===== config.mk =====
export PLATFORM = sky130hd
export DESIGN_NAME = code_lock_ctrl
export DESIGN_NICKNAME = d
export VERILOG_FILES = /design/src/rtl/code_lock_ctrl.sv
export SDC_FILE = /design/constraint.sdc
export NUM_CORES = 1
export LEC_CHECK = 0
export ABC_AREA = 0
export CELL_PAD_IN_SITES_DETAIL_PLACEMENT = 1
export CELL_PAD_IN_SITES_GLOBAL_PLACEMENT = 1
export CORE_ASPECT_RATIO = 1.5
export CORE_MARGIN = 2
export CORE_UTILIZATION = 46
export DETAILED_ROUTE_END_ITERATION = 8
export HOLD_SLACK_MARGIN = 0.15
export PLACE_DENSITY = 0.86
export SYNTH_ARGS = -nofsm -noshare
export SYNTH_HDL_FRONTEND = slang
export SYNTH_SLANG_ARGS = --single-unit

===== constraint.sdc =====
create_clock -name clk -period 2.8 [get_ports clk]
set_clock_uncertainty 0.1 [all_clocks]
set_input_delay 0.56 -clock clk [delete_from_list [all_inputs] [get_ports clk]]
set_output_delay 0.56 -clock clk [all_outputs]
set_load 0.05 [all_outputs]

===== src/rtl/code_lock_ctrl.sv =====
// Code lock: DIGITS two-bit digits are checked one per enter strobe against a
// reprogrammable code through one shared eq2 comparator, with timed unlock and fail lockout.

module eq2 (
  input  logic [1:0] a,
  input  logic [1:0] b,
  output logic       eq
);
  assign eq = (a[1] ~^ b[1]) & (a[0] ~^ b[0]);
endmodule

module code_lock_ctrl #(
  parameter int                  DIGITS      = 4,
  parameter logic [2*DIGITS-1:0] CODE        = 8'hE4,
  parameter int                  OPEN_CYCLES = 8,
  parameter int                  MAX_FAIL    = 3,
  parameter int                  LOCK_CYCLES = 16
) (
  input  logic       clk,
  input  logic       reset,
  input  logic [1:0] digit,
  input  logic       enter,
  input  logic       lock,
  input  logic       prog,
  output logic       ledpin,
  output logic       error,
  output logic       lockout,
  output logic       prog_active,
  output logic [2:0] progress
);
  localparam int       TMAX = (OPEN_CYCLES > LOCK_CYCLES) ? OPEN_CYCLES : LOCK_CYCLES;
  localparam int       TW   = $clog2(TMAX + 1);
  localparam bit [2:0] LAST = 3'(DIGITS - 1);

  typedef enum logic [2:0] {
    ST_ENTRY   = 3'd0,
    ST_CHECK   = 3'd1,
    ST_OPEN    = 3'd2,
    ST_FAIL    = 3'd3,
    ST_LOCKOUT = 3'd4,
    ST_PROG    = 3'd5
  } state_t;

  state_t                state_reg;
  logic [2*DIGITS-1:0]   code_reg;
  logic [3:0]            fail_cnt_reg;
  logic [TW-1:0]         timer_reg;
  logic                  mismatch_reg;
  logic                  digit_eq;
  logic [1:0]            code_digit [8];

  // Padded to 8 entries so the 3-bit progress count indexes it without truncation.
  genvar gi;
  generate
    for (gi = 0; gi < 8; gi++) begin : g_digit
      if (gi < DIGITS) begin : g_used
        assign code_digit[gi] = code_reg[2*gi +: 2];
      end else begin : g_unused
        assign code_digit[gi] = 2'b00;
      end
    end
  endgenerate

  eq2 u_eq2 (
    .a  (digit),
    .b  (code_digit[progress]),
    .eq (digit_eq)
  );

  always_ff @(posedge clk) begin
    if (reset) begin
      state_reg    <= ST_ENTRY;
      code_reg     <= CODE;
      progress     <= '0;
      fail_cnt_reg <= '0;
      timer_reg    <= '0;
      mismatch_reg <= 1'b0;
      ledpin       <= 1'b0;
      error        <= 1'b0;
      lockout      <= 1'b0;
      prog_active  <= 1'b0;
    end else begin
      error <= 1'b0;
      case (state_reg)
        ST_ENTRY: begin
          if (enter) begin
            if (!digit_eq) mismatch_reg <= 1'b1;
            progress <= progress + 3'd1;
            if (progress == LAST) state_reg <= ST_CHECK;
          end
        end
        ST_CHECK: begin
          progress     <= '0;
          mismatch_reg <= 1'b0;
          if (mismatch_reg) begin
            state_reg <= ST_FAIL;
            error     <= 1'b1;
            if (fail_cnt_reg != 4'(MAX_FAIL)) fail_cnt_reg <= fail_cnt_reg + 4'd1;
          end else begin
            state_reg    <= ST_OPEN;
            ledpin       <= 1'b1;
            fail_cnt_reg <= '0;
            timer_reg    <= TW'(OPEN_CYCLES);
          end
        end
        ST_FAIL: begin
          if (fail_cnt_reg == 4'(MAX_FAIL)) begin
            state_reg <= ST_LOCKOUT;
            lockout   <= 1'b1;
            timer_reg <= TW'(LOCK_CYCLES);
          end else begin
            state_reg <= ST_ENTRY;
          end
        end
        ST_LOCKOUT: begin
          timer_reg <= timer_reg - TW'(1);
          if (timer_reg == TW'(1)) begin
            state_reg    <= ST_ENTRY;
            lockout      <= 1'b0;
            fail_cnt_reg <= '0;
          end
        end
        ST_OPEN: begin
          timer_reg <= timer_reg - TW'(1);
          // lock beats prog, and an explicit request beats the timeout
          if (lock) begin
            state_reg <= ST_ENTRY;
            ledpin    <= 1'b0;
          end else if (prog) begin
            state_reg   <= ST_PROG;
            ledpin      <= 1'b0;
            prog_active <= 1'b1;
            progress    <= '0;
          end else if (timer_reg == TW'(1)) begin
            state_reg <= ST_ENTRY;
            ledpin    <= 1'b0;
          end
        end
        ST_PROG: begin
          if (lock) begin
            state_reg   <= ST_ENTRY;
            prog_active <= 1'b0;
            progress    <= '0;
          end else if (enter) begin
            for (int i = 0; i < DIGITS; i++) begin
              if (progress == 3'(i)) code_reg[2*i +: 2] <= digit;
            end
            if (progress == LAST) begin
              state_reg   <= ST_ENTRY;
              prog_active <= 1'b0;
              progress    <= '0;
            end else begin
              progress <= progress + 3'd1;
            end
          end
        end
        default: state_reg <= ST_ENTRY;
      endcase
    end
  end
endmodule


# Word level (Yosys, flattened, before mapping)
# Cells that the tools add are included.
[word_totals] ff_bits=28 input_bits=7 elab_cells=114
[op_classes] bitwise_logic=6 reduce_logical=23 n_addsub=3 mux=45 n_eq_ne=23 order_cmp=1
[ops] cell="$mux 3" count=15
[ops] cell="$reduce_and 4->1" count=5
[ops] cell="$pmux 3 s6" count=1
[ops] cell="$ne 2x2->1 const B" count=8
[ops] cell="$pmux 5 s3" count=1
[ops] cell="$reduce_and 3->1" count=5
[ops] cell="$mux 1" count=14
[ops] cell="$eq 3x2->1 const B" count=4
[ops] cell="$mux 4" count=3
[ops] cell="$pmux 3 s4" count=1
[ops] cell="$mux 5" count=2
[ops] cell="$reduce_and 5->1" count=2
[ops] cell="$reduce_bool 2->1" count=5
[ops] cell="$ne 3x3->1 const B" count=3
[ops] cell="$pmux 1 s2" count=4
[ops] cell="$pmux 4 s2" count=1
[ops] cell="$bmux 2 s3" count=1
[ops] cell="$eq 3x1->1 const B" count=2
[ops] cell="$eq 3x3->1 const B" count=2
[ops] cell="$logic_not 3->1" count=2
[ops] cell="$eq 5x1->1 const B" count=1
[ops] cell="$sub 5x1->5 const B" count=1
[ops] cell="$add 4x1->4 const B" count=1
[ops] cell="$eq 4x2->1 const B" count=1
[ops] cell="12 further kinds" count=16

# Logic depth before layout (Yosys ltp)
[logic_depth] depth_word=9 ltp_mapped=7 depth_no_buf=7

# Modules after synthesis
# From an unflattened synthesis, not the netlist that was laid out.
[unflattened] hier_cells=190 hier_area_um2=1646.6
[by_module_without_submodules] mod="code_lock_ctrl" area_per_inst_um2=1625.3 seq_area_each_um2=560.5 cells_per_inst=187 instances=1
[by_module_without_submodules] mod="eq2" area_per_inst_um2=21.3 seq_area_each_um2=0.0 cells_per_inst=3 instances=1

# Worst setup path before layout
# Ideal clock, no wire load.
[synth_path] path_kind="flip-flop to flip-flop" from="reg progress[0]" to="reg mismatch_reg" required_time_ps=2567 synth_period_minus_slack_ps=1921 path_stages_with_launch=5 arrival_ps=1688 setup_time_ps=133 setup_slack_ps=879 cell_sequence="dfxtp_1 mux4_2 o21ai_0 a311o_1 a21oi_1"
[synth_between] elab_chain_cells=8 elab_cells_between_ends=9
[synth_rtl] element="start: declaration" line="29" text="output logic [2:0] progress"
[synth_rtl] element="start signal: assignment" line="88" text="progress <= progress + 3'd1;"
[synth_rtl] element="start signal: assignment" line="153" text="progress <= progress + 3'd1;"
[synth_rtl] element="$not 3->4 (not written as such) (*)" line="66" text=".b (code_digit[progress]),"
[synth_rtl] element="$bmux 2 s3 (*)" line="66"
[synth_rtl] element="$mux 2 (not written as such) (*) (2 in series)" line="66"
[synth_rtl] element="$xnor 1x1->1" line="9" text="assign eq = (a[1] ~^ b[1]) & (a[0] ~^ b[0]);"
[synth_rtl] element="$and 1x1->1 (*)" line="9"
[synth_rtl] element="$ne 2x2->1 (no line) (*)"
[synth_rtl] element="$reduce_and 3->1 (no line) (*)"
[synth_rtl] element="end signal: assignment" line="77" text="mismatch_reg <= 1'b0;"
[synth_rtl] element="end signal: assignment" line="87" text="if (!digit_eq) mismatch_reg <= 1'b1;"
[synth_rtl] element="end signal: assignment" line="94" text="mismatch_reg <= 1'b0;"
[synth_rtl] element="end: declaration" line="48" text="logic mismatch_reg;"
# Mark *: on every way between the ends. The rest lies on a longest branch, timed or not. The select of a mux whose other input is x is not followed.
# A chain may end at the register's enable or synchronous reset.

# Worst setup path in the final report
[layout_path] from="reg progress[0]" to="out progress[0]"
# No word-level cell between the ends.

==> metrics.cfg <==
[run_status]
status = finished, final reports clean

[synth]
postSynthCellCount = 190
synth_compound_area_frac = 0.197
syn_area_mm2 = 0.00163
synth_fa_ha_area_frac = 0.0690
synth_top_family_by_area = simple AND/OR/NAND/NOR gates
synth-seq-area-share = 0.343
synth_nets = 206
synth_mux_area_frac = 0.0828
synth_seq_cells = 28
avgSynthCellArea_um2 = 8.59
synthSimpleGateAreaFrac = 0.260
synth.distinct_cells = 42
synth-xor-area-share = 0.00536
yosys_warnings = 0

[clock_network]
post_cts_buffers = 0
cts_tree = yes
ctsResizeCount = 0
clk_pin_slew_ns = 0.11
clockRootBuffer = clkbuf_8
h-tree-depth = 1
cts-hold-fix-buffers = 0
clk_latency_ns = 0.28
clockBufferDepth = 2
cts.sinks = 28
cts_buffers = 3

[global_route]
globalRoute.totalOverflow = 0
grt.total_usage = 0.244
grt_pass1_vias = 1616
grt_max_degree = 22
grt_pass1_wl_mm = 7.51
antenna_found_initial = 0

[die]
io_pins = 14
die_w_um = 52.6
coreArea_mm2 = 0.00342
dieArea_mm2 = 0.00405
initial_core_util = 0.478
rows = 26
die_height_um = 77.0

[detailed_routing]
ant_nets = 0
routed_wl_mm = 4.43
first_pass_iters = 4
vias = 1531
wl_per_cell_um = 18.1
viasPerCell = 6.27
drc = 0
drtIter0Drc = 31

[final_layout]
area_growth_pct = 14.7
design_area_mm2 = 0.00187
n_antenna_cell = 0
nets = 219
drive_above_1_share = 0.0792
largest_reg_flops = 8

[timing]
rsz0062_at_grt = no
finalSetupViolCount = 0
fin_tns_setup_ns = 0
setup_slack_ns = 0.573
fmax_ghz = 0.449
final_hold_viol_count = 0
slew_headroom = 0.549
tightest_slew_ns = 0.676
fin_crit_ns = 2.23
maxSlewViolCount = 0
post-route-period-util = 0.795

[critical_path]
cp.required_ns = 2.14
cp-end-kind = primary output
crit_type = register to primary output
critPathLaunchType = register
crit_arrival_ns = 1.57
cp_max_fo = 7

[power]
p_leak_nw = 0.693
p_per_area_mw_per_mm2 = 484
ir_drop_uv = 355

[worst_hold_path]
hold_class = register to register

[job]
cap_violations = 0

[placed_design]
dpl_worst_slack_ns = 0.442
post_dp_cell_area_mm2 = 0.00180
hpwl_mm = 3.31
place_congestion = 0.856
port_buffers = 13

==> cell usage after synthesis <==
master,n,area [µm²]
o31ai_1,1,7.51
buf_2,5,25.0
nand4b_1,1,8.76
or3_1,2,12.5
nand3_1,12,60.1
a22oi_1,1,7.51
xor2_1,1,8.76
or4_1,1,7.51
a21oi_1,17,85.1
nor3b_1,2,15.0
nand4_1,3,18.8
a21oi_2,1,8.76
a311oi_1,3,26.3
o21ai_0,11,55.1
o21bai_1,2,15.0
nor4_1,1,6.26
or3b_2,1,8.76
inv_1,9,33.8
ha_1,9,113
dfxtp_1,28,561
o2111a_1,1,11.3
nor2b_1,6,37.5
mux4_2,2,45.0
a221oi_1,1,8.76
nand2b_1,8,50.1
a2bb2oi_2,1,15.0
a211oi_1,1,7.51
clkbuf_1,3,11.3
a21o_1,1,7.51
or3_2,2,15.0
nor3_1,7,35.0
o22ai_1,3,18.8
nor2_1,11,41.3
nor4bb_1,3,30.0
a31o_2,1,8.76
mux2i_1,9,90.1
a311o_1,1,10.0
nand2_1,11,41.3
a221o_1,1,10.0
a31oi_1,3,18.8
nor4b_4,1,23.8
and3_1,2,12.5
==> cell type report <==
class / count / area (µm²)
Clock inverter: 1 / 30.0
Tap cell: 42 / 52.6
Inverter: 9 / 33.8
Fill cell: 431 / 1540
Sequential cell: 28 / 561
Multi-Input combinational cell: 145 / 1000
Clock buffer: 3 / 41.3
Timing Repair Buffer: 16 / 153
==> routing by layer <==
| layer | track usage | up-vias | wire [µm] |
|---|---|---|---|
| met5 | 0 | - | 0 |
| met4 | 0.118 | 0 | 199 |
| met3 | 0.0233 | 16 | 97 |
| met2 | 0.446 | 33 | 2430 |
| met1 | 0.264 | 758 | 1700 |
| li1 | - | 724 | - |
==> cell families after synthesis <==
kind of cell,after synthesis
simple gates,74
compound gates,50
flops,28
buf+inv,17
mux,11
fa+ha+maj,9
xor+xnor,1
==> cells in the final DEF (no fill, tap or decap), drive strengths merged, types with 3 or more instances in the layout <==
master,count
nand4,3
nand3,12
o22ai,3
clkdlybuf4s50,13
nor3,7
nor2b,6
clkbuf,3
buf,3
a21oi,18
nand2b,8
nand2,11
a311oi,3
mux2i,9
dfxtp,28
o21ai,11
a31oi,3
nor4bb,3
ha,9
or3,4
nor2,11
inv,9
==> report_power, final <==
group	leakage (nW)	total, W	internal, W	switching, W
Combinational	0.431	0.000148	0.0000602	0.0000877
Clock	0.0357	0.000332	0.000192	0.000140
Sequential	0.227	0.000426	0.000409	0.0000168
Total	0.693	0.000906	0.000661	0.000245
==> worst max-delay path: stages, from the launching register on <==
cell             delay, ns
dfxtp_1               0.32
buf_4                 0.15
clkdlybuf4s50_1       0.82
==> through the flow <==
stage	total power, W	hold slack [ns]	util	std cells
2_1_floorplan	0.000528	0.339	-	190
3_3_place_gp	0.000575	0.362	0.527	240
3_5_place_dp	0.000581	0.367	0.527	240
4_1_cts	0.000908	0.393	0.548	244
5_1_grt	0.000944	0.429	0.548	244
6_report	0.000906	0.389	0.548	244
==> final timing paths <==
kind | to | depth (start not counted) | start | slack [ns]
setup / recovery | progress[0] | 2 | progress[0] | 0.57
hold / removal | code_reg[2] | 2 | code_reg[2] | 0.39
setup reg to reg | timer_reg[4] | 4 | state_reg[1] | 0.71
hold reg to reg | code_reg[2] | 2 | code_reg[2] | 0.39
Power figures use the tool's default switching activity.
